==> src/rtl/mawg_cmd_if.sv <==
// UART-side and register-side signals of the MAWG command controller.
// master = controller, slave = the UART/register environment.
interface mawg_cmd_if;
  logic        rx_busy;
  logic [7:0]  rx_data;
  logic        tx_busy;
  logic        tx_start;
  logic [7:0]  tx_data;
  logic        wr_en;
  logic [3:0]  wr_addr;
  logic [31:0] wr_data;
  logic        clear_all;
  logic [7:0]  err_cnt;
  logic        idle;

  modport master (
    input  rx_busy, rx_data, tx_busy,
    output tx_start, tx_data, wr_en, wr_addr, wr_data, clear_all, err_cnt, idle
  );
  modport slave (
    output rx_busy, rx_data, tx_busy,
    input  tx_start, tx_data, wr_en, wr_addr, wr_data, clear_all, err_cnt, idle
  );
endinterface

==> src/rtl/mawg_cmd_ctrl.sv <==
// Framed UART command parser: SYNC, CMD, D3..D0, CSUM -> register write or
// clear-all, then ACK/NAK back through the UART_TX handshake.
module mawg_cmd_ctrl #(
  parameter logic [7:0] SYNC_BYTE = 8'hA5,
  parameter logic [7:0] ACK_BYTE  = 8'h06,
  parameter logic [7:0] NAK_BYTE  = 8'h15,
  parameter int         TIMEOUT   = 2000,
  parameter int         MAX_CMD   = 12
) (
  input  logic       clk,
  input  logic       rst,
  mawg_cmd_if.master bus
);
  localparam int TW = $clog2(TIMEOUT + 1);

  typedef enum logic [2:0] {
    S_SYNC, S_CMD, S_DATA, S_CSUM, S_EXEC, S_RESP, S_TXW
  } state_t;

  state_t        state;
  logic          prev_busy;
  logic [7:0]    cmd;
  logic [7:0]    csum_acc;
  logic [7:0]    resp;
  logic [31:0]   data;
  logic [1:0]    byte_cnt;
  logic          tx_seen;
  logic [TW-1:0] tmo_cnt;

  logic rx_evt, in_frame, tmo_hit, csum_ok, cmd_wr, cmd_clr;
  assign rx_evt   = prev_busy & ~bus.rx_busy;
  assign in_frame = (state == S_CMD) || (state == S_DATA) || (state == S_CSUM);
  assign tmo_hit  = (tmo_cnt == TW'(TIMEOUT - 1));
  assign csum_ok  = (bus.rx_data == csum_acc);
  assign cmd_wr   = (cmd <= 8'(MAX_CMD));
  assign cmd_clr  = (cmd == 8'd15);
  assign bus.idle = (state == S_SYNC);

  function automatic logic [7:0] sat_inc(input logic [7:0] v);
    return (v == 8'hFF) ? v : v + 8'd1;
  endfunction

  always_ff @(posedge clk or posedge rst) begin
    if (rst) begin
      state         <= S_SYNC;
      prev_busy     <= 1'b0;
      cmd           <= '0;
      csum_acc      <= '0;
      resp          <= '0;
      data          <= '0;
      byte_cnt      <= '0;
      tx_seen       <= 1'b0;
      tmo_cnt       <= '0;
      bus.tx_start  <= 1'b0;
      bus.tx_data   <= '0;
      bus.wr_en     <= 1'b0;
      bus.wr_addr   <= '0;
      bus.wr_data   <= '0;
      bus.clear_all <= 1'b0;
      bus.err_cnt   <= '0;
    end else begin
      prev_busy     <= bus.rx_busy;
      bus.wr_en     <= 1'b0;
      bus.clear_all <= 1'b0;
      bus.tx_start  <= 1'b0;
      case (state)
        S_SYNC: begin
          tmo_cnt <= '0;
          if (rx_evt && bus.rx_data == SYNC_BYTE) state <= S_CMD;
        end
        S_CMD: if (rx_evt) begin
          cmd      <= bus.rx_data;
          csum_acc <= bus.rx_data;
          byte_cnt <= '0;
          state    <= S_DATA;
        end
        S_DATA: if (rx_evt) begin
          data     <= {data[23:0], bus.rx_data};
          csum_acc <= csum_acc ^ bus.rx_data;
          byte_cnt <= byte_cnt + 2'd1;
          if (byte_cnt == 2'd3) state <= S_CSUM;
        end
        // Strobes are registered here so they are high during the S_EXEC cycle.
        S_CSUM: if (rx_evt) begin
          state <= S_EXEC;
          if (csum_ok && cmd_wr) begin
            bus.wr_en   <= 1'b1;
            bus.wr_addr <= cmd[3:0];
            bus.wr_data <= data;
            resp        <= ACK_BYTE;
          end else if (csum_ok && cmd_clr) begin
            bus.clear_all <= 1'b1;
            resp          <= ACK_BYTE;
          end else begin
            resp        <= NAK_BYTE;
            bus.err_cnt <= sat_inc(bus.err_cnt);
          end
        end
        S_EXEC: state <= S_RESP;
        S_RESP: if (!bus.tx_busy) begin
          bus.tx_start <= 1'b1;
          bus.tx_data  <= resp;
          tx_seen      <= 1'b0;
          tmo_cnt      <= '0;
          state        <= S_TXW;
        end
        // Give up on the TX handshake if busy never rises; no error is counted.
        S_TXW: begin
          if (!tx_seen) begin
            if (bus.tx_busy)  tx_seen <= 1'b1;
            else if (tmo_hit) state   <= S_SYNC;
            else              tmo_cnt <= tmo_cnt + TW'(1);
          end else if (!bus.tx_busy) begin
            state <= S_SYNC;
          end
        end
        default: state <= S_SYNC;
      endcase

      // Inter-byte watchdog inside a frame; aborts silently with an error count.
      if (in_frame) begin
        if (rx_evt) tmo_cnt <= '0;
        else if (tmo_hit) begin
          state       <= S_SYNC;
          tmo_cnt     <= '0;
          bus.err_cnt <= sat_inc(bus.err_cnt);
        end else tmo_cnt <= tmo_cnt + TW'(1);
      end
    end
  end
endmodule

==> src/flat_wrapper.sv <==
// flat-port wrapper written by rule: the top's interface ports become plain ports
module mawg_cmd_ctrl_flat 
#(
  parameter logic [7:0] SYNC_BYTE = 8'hA5,
  parameter logic [7:0] ACK_BYTE  = 8'h06,
  parameter logic [7:0] NAK_BYTE  = 8'h15,
  parameter int         TIMEOUT   = 2000,
  parameter int         MAX_CMD   = 12
)
  (clk, rst, bus_rx_busy, bus_rx_data, bus_tx_busy, bus_tx_start, bus_tx_data, bus_wr_en, bus_wr_addr, bus_wr_data, bus_clear_all, bus_err_cnt, bus_idle);
  mawg_cmd_if bus_i ();
  input  logic clk;
  input  logic rst;
  input wire logic [$bits(bus_i.rx_busy)-1:0] bus_rx_busy;
  input wire logic [$bits(bus_i.rx_data)-1:0] bus_rx_data;
  input wire logic [$bits(bus_i.tx_busy)-1:0] bus_tx_busy;
  output wire logic [$bits(bus_i.tx_start)-1:0] bus_tx_start;
  output wire logic [$bits(bus_i.tx_data)-1:0] bus_tx_data;
  output wire logic [$bits(bus_i.wr_en)-1:0] bus_wr_en;
  output wire logic [$bits(bus_i.wr_addr)-1:0] bus_wr_addr;
  output wire logic [$bits(bus_i.wr_data)-1:0] bus_wr_data;
  output wire logic [$bits(bus_i.clear_all)-1:0] bus_clear_all;
  output wire logic [$bits(bus_i.err_cnt)-1:0] bus_err_cnt;
  output wire logic [$bits(bus_i.idle)-1:0] bus_idle;
  assign bus_i.rx_busy = bus_rx_busy;
  assign bus_i.rx_data = bus_rx_data;
  assign bus_i.tx_busy = bus_tx_busy;
  assign bus_tx_start = bus_i.tx_start;
  assign bus_tx_data = bus_i.tx_data;
  assign bus_wr_en = bus_i.wr_en;
  assign bus_wr_addr = bus_i.wr_addr;
  assign bus_wr_data = bus_i.wr_data;
  assign bus_clear_all = bus_i.clear_all;
  assign bus_err_cnt = bus_i.err_cnt;
  assign bus_idle = bus_i.idle;
  mawg_cmd_ctrl #(.SYNC_BYTE(SYNC_BYTE), .ACK_BYTE(ACK_BYTE), .NAK_BYTE(NAK_BYTE), .TIMEOUT(TIMEOUT), .MAX_CMD(MAX_CMD)) u_core (.clk(clk), .rst(rst), .bus(bus_i));
endmodule
==> config.mk <==
export PLATFORM = sky130hd
export DESIGN_NAME = mawg_cmd_ctrl_flat
export DESIGN_NICKNAME = d
export VERILOG_FILES = /design/src/rtl/mawg_cmd_if.sv /design/src/rtl/mawg_cmd_ctrl.sv /design/src/flat_wrapper.sv
export SDC_FILE = /design/constraint.sdc
export NUM_CORES = 1
export LEC_CHECK = 0
export BUFFER_PORTS_ARGS = -buffer_cell sky130_fd_sc_hd__buf_2
export CAP_MARGIN = 15
export CORE_MARGIN = 3
export CORE_UTILIZATION = 58
export CTS_CLUSTER_DIAMETER = 50
export CTS_CLUSTER_SIZE = 12
export DETAILED_ROUTE_END_ITERATION = 8
export GPL_TIMING_DRIVEN = 0
export PLACE_DENSITY = 0.79
export SLEW_MARGIN = 0
export SYNTH_ARGS = -nofsm -noshare
export SYNTH_HDL_FRONTEND = slang
export SYNTH_SLANG_ARGS = --single-unit
==> constraint.sdc <==
create_clock -name clk -period 5.2 [get_ports clk]
set_clock_uncertainty 0.05 [all_clocks]
set_input_delay 0.78 -clock clk [delete_from_list [all_inputs] [get_ports clk]]
set_output_delay 0.78 -clock clk [all_outputs]
set_load 0.01 [all_outputs]
# After elaboration in Yosys (flattened, before gate mapping)
# Cells that the tools add are included.
[op_classes]
addsub = 3
mul = 0
n_div = 0
order_cmp = 1
n_eq_ne = 19
shift = 0
muxes = 51
n_bitwise = 4
reduce_logical = 17
[ops]
columns = ["cell", "n"]
rows = [
  ["$mux W8", 11],
  ["$mux W11", 7],
  ["$mux W3", 13],
  ["$pmux W11 S3", 1],
  ["$pmux W3 S7", 1],
  ["$eq A8 B8 Y1 const B", 2],
  ["$pmux W8 S2", 1],
  ["$mux W1", 12],
  ["$add A11 B1 Y11 const B", 1],
  ["$eq A11 B11 Y1 const B", 1],
  ["$reduce_and A2 Y1", 5],
  ["$eq A3 B3 Y1 const B", 3],
  ["$ne A3 B2 Y1 const B", 3],
  ["$add A8 B1 Y8 const B", 1],
  ["$eq A8 B4 Y1 const B", 1],
  ["$eq A8 B8 Y1", 1],
  ["$le A8 B4 Y1 const B", 1],
  ["$xor A8 B8 Y8", 1],
  ["$eq A3 B2 Y1 const B", 2],
  ["$reduce_and A3 Y1", 2],
  ["$mux W5", 1],
  ["$reduce_and A5 Y1", 1],
  ["$mux W2", 2],
  ["$ne A2 B1 Y1 const B", 2],
  ["14 further kinds", 19],
]
[word_totals]
ff_bits = 129
latch_bits = 0
ram_bits = 0
romBits = 0
input_bits = 12
out_inout_bits = 56
wordCells = 111
mem_count = 0

# Longest topological paths before layout
# Gate-level depths: netlist (run 1).
[depth]
word_depth = 9
mapped_depth = 8
depth_no_buf = 6

# Worst setup path after synthesis (run 1)
# No wires, ideal clock.
[synth_path]
kind = "input-to-reg"
startpoint = "input port bus_rx_data[3]"
endpoint = "register u_core.bus.wr_addr[0]"
setup_time_ns = 0.125
arrival_ns = 2.300
t_required_ns = 5.025
path_slack_ns = 2.725
path_stages = 7
path_buffers = 2
path_cell_list = "xnor2_1 nand4_1 or2_1 or4_1 buf_6 buf_6 mux2_4"
[synth_via]
elab_chain_cells = 3
[synth_lines]
columns = ["item", "line_no", "source"]
rows = [
  ["start: declaration", "flat_wrapper.sv:15", "input wire logic [$bits(bus_i.rx_data)-1:0] bus_rx_data;"],
  ["$eq A8 B8 Y1", "mawg_cmd_ctrl.sv:34", "assign csum_ok = (bus.rx_data == csum_acc);"],
  ["$logic_and A1 B1 Y1", "mawg_cmd_ctrl.sv:86", "if (csum_ok && cmd_wr) begin"],
  ["$reduce_and A3 Y1 (no line)", "n/a", ""],
  ["end signal: assignment", "mawg_cmd_ctrl.sv:88", "bus.wr_addr <= cmd[3:0];"],
  ["end: declaration", "mawg_cmd_if.sv:18", "output tx_start, tx_data, wr_en, wr_addr, wr_data, clear_all, err_cnt, idle"],
]
# Every way passes these cells.
# A chain may end at the register's enable or synchronous reset.

# Final worst setup path (run 1)
[layout_path]
startpoint = "register u_core.state[1]"
endpoint = "output port bus_idle"
[layout_via]
elab_chain_cells = 1
[layout_lines]
columns = ["item", "line_no", "source"]
rows = [
  ["start: declaration", "mawg_cmd_ctrl.sv:20", "state_t state;"],
  ["start signal: assignment", "mawg_cmd_ctrl.sv:45", "state <= S_SYNC;"],
  ["start signal: assignment", "mawg_cmd_ctrl.sv:69", "if (rx_evt && bus.rx_data == SYNC_BYTE) state <= S_CMD;"],
  ["start signal: assignment", "mawg_cmd_ctrl.sv:75", "state <= S_DATA;"],
  ["$logic_not A3 Y1", "mawg_cmd_ctrl.sv:37", "assign bus.idle = (state == S_SYNC);"],
  ["end: declaration", "flat_wrapper.sv:24", "output wire logic [$bits(bus_i.idle)-1:0] bus_idle;"],
]
# Every way passes these cells.

==> results of run 1 <==
## metal layers
metal  wire (um)  share of wire [%]  track usage, %  vias to the layer above
li1            -                  -               -                     1677
met3         512                4.7           5.392                       16
met1        4705                 43           29.63                     1834
met2        5576                 51           35.73                      124
met4         179                1.6           6.660                        0
met5           0                  0               0                        -
## state kept, by name, summed over array words and instances, names as in the netlist, 4 cells and up
signal and count:
u_core.bus.err_cnt 8, u_core.bus.wr_addr 4, u_core.data 32, u_core.tmo_cnt 11, u_core.csum_acc 8, u_core.bus.wr_data 32
u_core.cmd 8
## final timing paths
check	start	to	slack, ns
min reg2reg	u_core.resp[2]	u_core.resp[2]	0.42
min in group clk	bus_rx_busy	u_core.prev_busy	0.40
max reg2reg	u_core.tmo_cnt[0]	u_core.tmo_cnt[0]	2.73
min	rst	u_core.cmd[2]	0.27
max in group asynchronous	rst	u_core.bus.wr_data[23]	4.17
max	u_core.state[1]	bus_idle	2.54
## through the flow
| step | hold slack (ns) | TNS [ns] | total power [W] | cells |
|---|---|---|---|---|
| floorplan | 0.3785 | 0 | 0.001782 | 416 |
| global placement | 0.3984 | -2.418 | 0.001920 | 587 |
| detailed placement | 0.4047 | 0 | 0.001982 | 588 |
| CTS | 0.2899 | 0 | 0.003091 | 620 |
| global route | 0.2985 | 0 | 0.003229 | 621 |
| finish | 0.2656 | 0 | 0.003077 | 621 |
## critical path, cell delays in order, from the launching register on
cell	delay (ns)
dfrtp_1	0.36
clkbuf_1	0.32
clkbuf_1	0.38
nor3_1	0.10
buf_2	0.16
## where the power goes
part	internal (W)	switching, W
logic	0.000327	0.000327
clock network	0.000614	0.000478
registers	0.00115	0.000185
## area by class of cell
cell class                      count  area share (%)
Inverter                            7          0.4879
Buffer                             22           2.069
Multi-Input combinational cell    268           34.62
Clock inverter                     15           2.381
Tap cell                          108           2.108
Timing Repair Buffer               65           5.425
Sequential cell                   119           46.45
Clock buffer                       17           6.460
## cell families (layout without fill, tap and decap cells)
family	after synthesis	in the layout	share of synthesized area [%]
AND/OR/NAND/NOR	98	98	9.762
adder cells (fa/ha/maj)	3	3	0.7023
XOR/XNOR	10	10	1.639
flip-flops	119	119	55.71
other	1	4	0.07016
buffers and inverters	29	126	2.973
AO/OA/AOI/OAI	66	66	8.731
multiplexers	87	87	20.41
## Yosys cell counts (2+ instances only)
master	instances
a221o_1	2
nor2b_1	4
or2_2	2
nand2b_1	2
nand4_1	3
o21a_1	3
or3_1	4
nor2_1	22
o21ai_0	9
and3_1	5
and4b_1	2
dfrtp_1	119
buf_6	4
a311oi_1	8
mux2_2	56
nor4_1	3
buf_4	5
xnor2_1	9
mux2_4	30
nor3_1	4
a21oi_1	15
buf_1	3
nand3_1	11
a211oi_1	2
nand2_1	24
a22o_1	7
a31oi_1	2
ha_1	3
a21boi_0	3
inv_1	7
nand4b_1	3
a21o_1	7
clkbuf_1	9
==> qor.csv, run 1 <==
stage,metric,value,unit
timing,finalCritPeriodShare,51.12,%
synthesis,async_flop_share,100.0,%
cts,ctsHoldBuffers,0,
pwr,power.leakage,3.240,nW
routing,dr.pass1.iters,6,
timing,hold_viol,0,
placement,post_dp_cell_area,5839,um^2
floorplanning,rows,34,
cts,clockBufferDepth,2,
synthesis,yosysSeqAreaShare,55.71,%
layout,area_growth,19.94,%
synthesis,ys_warn_count,0,
layout,final_common_cell,dfrtp_1,
grt,grt_overflow,0,
cts,cts.clk_slew.worst_paths,0.06,ns
cts,cts_resized,0,
cts,cts_max_level,4,
synthesis,synth_edf_count,0,
floorplanning,core_area,8848,um^2
cts,root_buffer,clkbuf_8,
timing,worstMarginPinSlew,0.6004,ns
pwr,p_per_area,479.9,nW/um^2
routing,ant_nets,0,
cts,cts_tree,built,
synthesis,synthCells,413,
routing,drtIter0Drc,201,
timing,setup_violations,0,
layout,multi_input_area,2220,um^2
placement,routabilityCongestion,0.9094,
synthesis,synth.ff_latch_count,119,
timing,drv_slew,0,
timing,period_needed,2.658,ns
placement,portBuffers,63,
placement,pre_cts_ws,2.006,ns
layout,final_cell_mix,"dfrtp_1, buf_2, mux2_2, mux2_4, nand2_1",
routing,vias,3651,
grt,first_global_vias,3553,
floorplanning,initial_core_util,60.41,%
worst_setup_path,cp-end-kind,primary output,
hold_path,hp-class,in -> async,
grt,grt_max_degree,63,
layout,diodes,0,
routing,drt-total-wl,10970,um
routing,wl_per_cell,17.67,um
grt,grt_first_pass_wirelength,17880,um
layout,stdcell_area,6411,um^2
timing,fmax,0.3762,GHz
grt,antenna_found_initial,0,
flow_run,timing.max_cap.violations,0,
pwr,ir_drop,0.3324,mV
status,status,finished clean,
cts,insertion_delay,0.51,ns
floorplanning,die-area,10400,um^2
synthesis,ys.flop_type,dfrtp_1,
cts,postCtsSetupBuffers,0,
synthesis,synth_top_area_share,55.71,%
layout,seqCellArea,2978,um^2
layout,drive_above_1_share,38.99,%
floorplanning,die_x,102,um
routing,viasPerCell,5.879,
layout,final_nets,515,
placement,dp_hpwl,7527,um
cts,numCtsBuffers,17,
layout,final_core_util,72.45,%
worst_setup_path,reg2regPathDepth,8,
grt,grtUsageTotal,22.03,%
timing,rsz0062_at_grt,no,
synthesis,yosys.area.top_type,dfrtp_1,
layout,n_fill_cell,593,
synthesis,yosys-top-cells-area,"dfrtp_1, mux2_2, mux2_4",
cts,clock-sinks,119,
worst_setup_path,arrival,1.83,ns
worst_setup_path,startpoint_type,flop,
synthesis,ys_types,54,
synthesis,syn_avg_cell_area,12.94,um^2
worst_setup_path,required,4.37,ns
routing,drc_errors,0,
timing,slew_headroom,59.97,%
worst_setup_path,crit_path_max_fanout,10,
floorplanning,die_h,102,um
synthesis,syn_area,5345,um^2
worst_setup_path,crit_type,reg -> out,
timing,worst_slack,2.542,ns
floorplanning,ios,68,
Power figures use the tool's default switching activity.
==> run 2: changes to the inputs <==
clock period = 2.45 ns   (was 5.2 ns; I/O delays follow)
==> run 2 against run 1 <==
Register-to-register slack got worse by 2.6 ns. Final area rose by 1.3%. Final cell count rose by 0.97%. Core utilization rose by 0.93 points. Total power rose by 120%. Hold slack got worse by 0.16 ns. Sequential cell count did not move. Combinational power rose by 120%.
==> qor.csv, run 2 (synthesized netlist as in run 1, its figures left out) <==
stage,metric,value,unit
layout,final_cell_mix,"dfrtp_1, buf_2, mux2_2, mux2_4, nand2_1",
timing,finalCritPeriodShare,94.93,%
grt,first_global_vias,3584,
grt,grt_overflow,0,
layout,diodes,0,
pwr,p_per_area,1019,nW/um^2
routing,ant_nets,0,
timing,drv_slew,0,
hold_path,hp-class,in -> reg,
routing,drtIter0Drc,304,
layout,n_fill_cell,594,
cts,root_buffer,clkbuf_8,
worst_setup_path,crit_type,reg -> reg,
worst_setup_path,r2r_slack,0.12,ns
layout,area_growth,21.49,%
grt,grtUsageTotal,22.81,%
worst_setup_path,required,2.80,ns
worst_setup_path,cp-end-kind,flop,
grt,antenna_found_initial,0,
floorplanning,ios,68,
floorplanning,rows,34,
timing,worstMarginPinSlew,0.6538,ns
routing,viasPerCell,5.877,
cts,clockBufferDepth,2,
grt,grt_first_pass_wirelength,18260,um
status,status,finished clean,
worst_setup_path,worst_path_max_delay_cell,or4_4,
floorplanning,die_h,102,um
timing,worst_slack,0.1242,ns
floorplanning,die-area,10400,um^2
routing,dr.pass1.iters,5,
placement,routabilityCongestion,0.8622,
routing,drc_errors,0,
cts,insertion_delay,0.51,ns
placement,dp_hpwl,7542,um
worst_setup_path,cpMostUsedCell,buf_6,
pwr,power.leakage,3.287,nW
cts,clock-sinks,119,
layout,drive_above_1_share,40.08,%
layout,reg_top3,"u_core.bus.wr_data x32, u_core.data x32, u_core.tmo_cnt x11",
pwr,ir_drop,0.8112,mV
floorplanning,core_area,8848,um^2
worst_setup_path,cp_num_buf_inv,2,
worst_setup_path,arrival,2.67,ns
cts,numCtsBuffers,17,
floorplanning,initial_core_util,60.41,%
timing,slew_headroom,56.15,%
timing,fmax,0.4300,GHz
placement,pre_cts_ws,-0.2179,ns
placement,portBuffers,63,
worst_setup_path,path_delay_family,simple AND/OR/NAND/NOR gates,
worst_setup_path,startpoint_type,flop,
layout,final_nets,521,
timing,hold_viol,0,
routing,drt-total-wl,11400,um
timing,setup_violations,0,
floorplanning,die_x,102,um
worst_setup_path,crit_path_max_fanout,10,
routing,vias,3685,
flow_run,timing.max_cap.violations,0,
grt,grt_max_degree,44,
routing,wl_per_cell,18.18,um
timing,period_needed,2.326,ns
timing,tns,0,ns
cts,cts_max_level,4,
cts,cts.clk_slew.worst_paths,0.06,ns
cts,cts_tree,built,
layout,final_common_cell,dfrtp_1,
worst_setup_path,critical-path-max-stage-delay,0.50,ns
worst_setup_path,crit_chain,"nor4_2, nand2_1, or2_1, or4_4, buf_6, buf_6, mux2_4",
-- run 2: metrics by stage --
| stage | instance area, um^2 | hold WS, ns | instances | util (%) | power (W) |
|---|---|---|---|---|---|
| final | 6494 | 0.1050 | 627 | 73.39 | 0.006616 |
| after detailed placement | 5871 | 0.3964 | 590 | 66.35 | 0.004208 |
| after floorplan | 5360 | 0.3489 | 416 | - | 0.003782 |
| after global routing | 6494 | 0.09518 | 627 | 73.39 | 0.006939 |
| after global placement | 5811 | 0.4007 | 587 | 65.67 | 0.004069 |
| after CTS | 6465 | 0.07372 | 624 | 73.06 | 0.006613 |
-- run 2: repair_timing --
item                                   4_1_cts  5_1_grt
gates resized for setup                      1        5
pin swaps                                    0        1
hold buffers                                 2        0
endpoints found under the hold margin       21        0
setup buffers                                0        3
setup endpoints to repair                    1       48
-- run 2: worst paths after layout --
path | startpoint | end | depth (start not counted)
max in group asynchronous | rst | u_core.bus.wr_data[23] | 5
worst min register to register | u_core.resp[2] | u_core.resp[2] | 1
min in group asynchronous | rst | u_core.bus.wr_addr[1] | 3
worst max register to register | u_core.cmd[4] | u_core.bus.wr_data[15] | 7
worst min-delay path | bus_rx_data[4] | u_core.csum_acc[4] | 2
worst max-delay path | u_core.cmd[4] | u_core.bus.wr_data[15] | 7
-- run 2: per-layer routing --
| metal | vias up | track usage (%) | share of wire (%) |
|---|---|---|---|
| met5 | - | 0 | 0 |
| met4 | 0 | 8.678 | 1.9 |
| met3 | 32 | 5.392 | 5.2 |
| met2 | 128 | 37.13 | 50 |
| met1 | 1842 | 29.92 | 43 |
| li1 | 1683 | - | - |
-- run 2: report_power, final --
| group | internal [W] | total [W] | switching (W) |
|---|---|---|---|
| logic | 0.000712 | 0.00141 | 0.000700 |
| registers | 0.00243 | 0.00283 | 0.000398 |
| clock network | 0.00138 | 0.00237 | 0.000991 |
| total | 0.00453 | 0.00662 | 0.00209 |
-- run 2: final cells by class --
| class | instances | area [um^2] | share of cell area (%) |
|---|---|---|---|
| multi-input combinational | 268 | 2228 | 34.32 |
| inverter | 7 | 30.03 | 0.4624 |
| tap | 108 | 135.1 | 2.081 |
| timing repair buffer | 71 | 417.9 | 6.435 |
| clock inverter | 15 | 155.1 | 2.389 |
| clock buffer | 17 | 414.1 | 6.378 |
| buffer | 22 | 135.1 | 2.081 |
| sequential | 119 | 2978 | 45.86 |
-- run 2: worst register-to-register path: cells and delay by family (launching register included) --
family                 cells  cell delay [ns]
buffers and inverters      2             0.34
AND/OR/NAND/NOR            4             1.14
multiplexers               1             0.31
flip-flops                 1             0.38
==> run 3: changes to the inputs <==
ABC_AREA = 1   (was unset)
CORE_MARGIN = 5   (was 3)
==> run 3 against run 2 <==
Combinational power hardly changed. Highest routed layer unchanged. Critical path type is now reg -> out. First-iteration DRC count is 1.3% higher. Via count rose by 22%. Final cell count rose by 33%. Clock-buffer cell count up 2. Sequential power fell by 2%. Worst setup slack better by 0.36 ns.
==> qor.csv, run 3 <==
stage,metric,value,unit
status,status,finished clean,
floorplanning,die_x,106.7,um
timing,rsz0062_at_grt,no,
pwr,intPower,0.004265,W
timing,drv_slew,0,
synthesis,ys_warn_count,0,
synthesis,yosys-top-cells-area,"dfrtp_1, nand2_1, o21ai_0",
cts,insertion_delay,0.51,ns
cts,postCtsSetupBuffers,0,
routing,drtIter0Drc,308,
routing,viasPerCell,5.410,
layout,diodes,0,
cts,cts_max_level,4,
routing,vias,4496,
synthesis,yosys.area.top_type,dfrtp_1,
routing,wl_per_cell,14.87,um
layout,final_common_cell,nand2_1,
worst_setup_path,crit_type,reg -> out,
routing,ant_nets,0,
placement,portBuffers,63,
synthesis,synth.ff_latch_count,119,
synthesis,yosysMostFrequentCell,nand2_1,
cts,clock-sinks,119,
layout,final_nets,722,
routing,drc_errors,0,
pwr,clkPwrFrac,34.7,%
worst_setup_path,worst_path_max_delay_cell,dfrtp_1,
synthesis,syn_area,5425,um^2
grt,antenna_found_initial,0,
layout,n_fill_cell,684,
cts,numCtsBuffers,17,
worst_setup_path,reg2regPathDepth,9,
floorplanning,ios,68,
timing,slew_headroom,64.92,%
synthesis,ys.flop_type,dfrtp_1,
pwr,p_per_area,982.8,nW/um^2
cts,cts_resized,0,
timing,finalCritPeriodShare,80.41,%
grt,grt_first_pass_wirelength,21440,um
cts,cts_tree,built,
worst_setup_path,path_delay_family,flip-flops,
hold_path,min_path_cells,3,
cts,root_buffer,clkbuf_8,
synthesis,synth_edf_count,0,
grt,grt_max_degree,43,
pwr,p_sw_share,33.41,%
synthesis,synthCells,617,
synthesis,synth.top_cells.by_count,"nand2_1, dfrtp_1, o21ai_0, inv_1, nor2_1",
layout,final_cell_mix,"nand2_1, dfrtp_1, buf_2, o21ai_0, inv_1",
worst_setup_path,crit_chain,"inv_1, nand2_1, nor2_1, buf_2",
timing,worstMarginPinSlew,0.5262,ns
synthesis,synth_top_area_share,54.89,%
synthesis,yosysSeqAreaShare,54.89,%
floorplanning,die_h,106.7,um
worst_setup_path,arrival,1.55,ns
hold_path,hp-class,in -> reg,
synthesis,ys_types,39,
pwr,pwr-share-seq,43.5,%
layout,stdcell_area,6516,um^2
worst_setup_path,startpoint_type,flop,
grt,grt_overflow,0,
layout,area_growth,20.11,%
cts,ctsHoldBuffers,2,
pwr,combPwrFrac,21.8,%
placement,post_dp_cell_area,5954,um^2
worst_setup_path,crit_path_max_fanout,5,
worst_setup_path,critical-path-max-stage-delay,0.41,ns
synthesis,async_flop_share,100.0,%
timing,setup_violations,0,
layout,reg_top3,"u_core.bus.wr_data x32, u_core.data x32, u_core.tmo_cnt x11",
floorplanning,rows,35,
grt,grtUsageTotal,23.63,%
cts,clockBufferDepth,2,
worst_setup_path,required,2.03,ns
pwr,ir_drop,0.5499,mV
layout,drive_above_1_share,21.81,%
floorplanning,die-area,11390,um^2
cts,cts.clk_slew.worst_paths,0.06,ns
routing,dr.pass1.iters,5,
pwr,p_sw,0.002140,W
grt,first_global_vias,4534,
placement,dp_hpwl,8551,um
timing,tns,0,ns
synthesis,syn_avg_cell_area,8.793,um^2
worst_setup_path,cp.depth,4,
worst_setup_path,cp_num_buf_inv,2,
flow_run,timing.max_cap.violations,0,
timing,hold_viol,0,
floorplanning,core_area,9196,um^2
pwr,power.leakage,3.557,nW
timing,period_needed,1.970,ns
floorplanning,initial_core_util,58.99,%
worst_setup_path,cp-end-kind,primary output,
routing,drt-total-wl,12360,um
timing,fmax,0.5076,GHz
placement,routabilityCongestion,0.8379,
==> run 3: cell families (layout without fill, tap and decap cells) <==
group	count (synthesis)	in the layout	synth area share [%]
compound gates	102	102	10.31
xor+xnor	6	6	0.9686
fa+ha+maj	3	3	0.6920
buf+inv	89	189	7.610
flops	119	119	54.89
mux	8	8	1.661
other cells	1	4	0.06912
simple gates	289	289	23.80
==> run 3: worst register-to-register path: stages (launching register included) <==
cell     delay (ns)
dfrtp_1        0.40
ha_1           0.18
nand2_1        0.09
nor3_1         0.26
nand4_2        0.28
nand2_4        0.17
buf_6          0.15
nand3_1        0.08
nand2_1        0.07
inv_1          0.04
==> run 3: cell type report <==
class | instances | area, um^2 | area share (%)
Clock buffer | 19 | 441.7 | 6.778
Tap cell | 111 | 138.9 | 2.131
Sequential cell | 119 | 2978 | 45.70
Clock inverter | 13 | 100.1 | 1.536
Timing Repair Buffer | 68 | 395.4 | 6.068
Buffer | 28 | 182.7 | 2.803
Inverter | 61 | 234.0 | 3.591
Multi-Input combinational cell | 412 | 2046 | 31.39
==> run 3: path summary, 6_finish.rpt <==
path	start	endpoint	slack, ns
worst min-delay path	bus_tx_busy	u_core.tx_seen	0.09
worst min register to register	u_core.resp[2]	u_core.resp[2]	0.42
worst max register to register	u_core.tmo_cnt[0]	u_core.bus.err_cnt[5]	0.57
worst max-delay path	u_core.state[0]	bus_idle	0.48
min in group asynchronous	rst	u_core.tmo_cnt[3]	0.30
max in group asynchronous	rst	u_core.bus.wr_data[22]	1.29
==> run 3: metrics by stage <==
stage	util [%]	std cells	hold WS, ns	worst slack [ns]	power, W
floorplan	-	620	0.3489	0.5771	0.003740
global placement	64.10	794	0.3909	-0.1441	0.004065
detailed placement	64.75	797	0.2831	0.6049	0.004168
CTS	70.86	831	0.07572	0.4742	0.006417
global route	70.86	831	0.08625	0.4194	0.006796
finish	70.86	831	0.08964	0.4800	0.006404
==> run 3: routing by layer <==
metal,part of all wire (%),up-vias,GRT usage (%)
met3,4.9,22,5.117
met4,1.7,0,9.863
met2,52,137,40.29
met5,0,-,0
li1,-,2149,-
met1,42,2188,29.14
==> run 3: power groups by stage <==
stage               registers (W)  logic (W)  clock network (W)
floorplan                 0.00273    0.00101                  0
global placement          0.00278    0.00129                  0
detailed placement        0.00280    0.00137                  0
CTS                       0.00278    0.00141            0.00223
global route              0.00284    0.00160            0.00236
finish                    0.00278    0.00140            0.00222
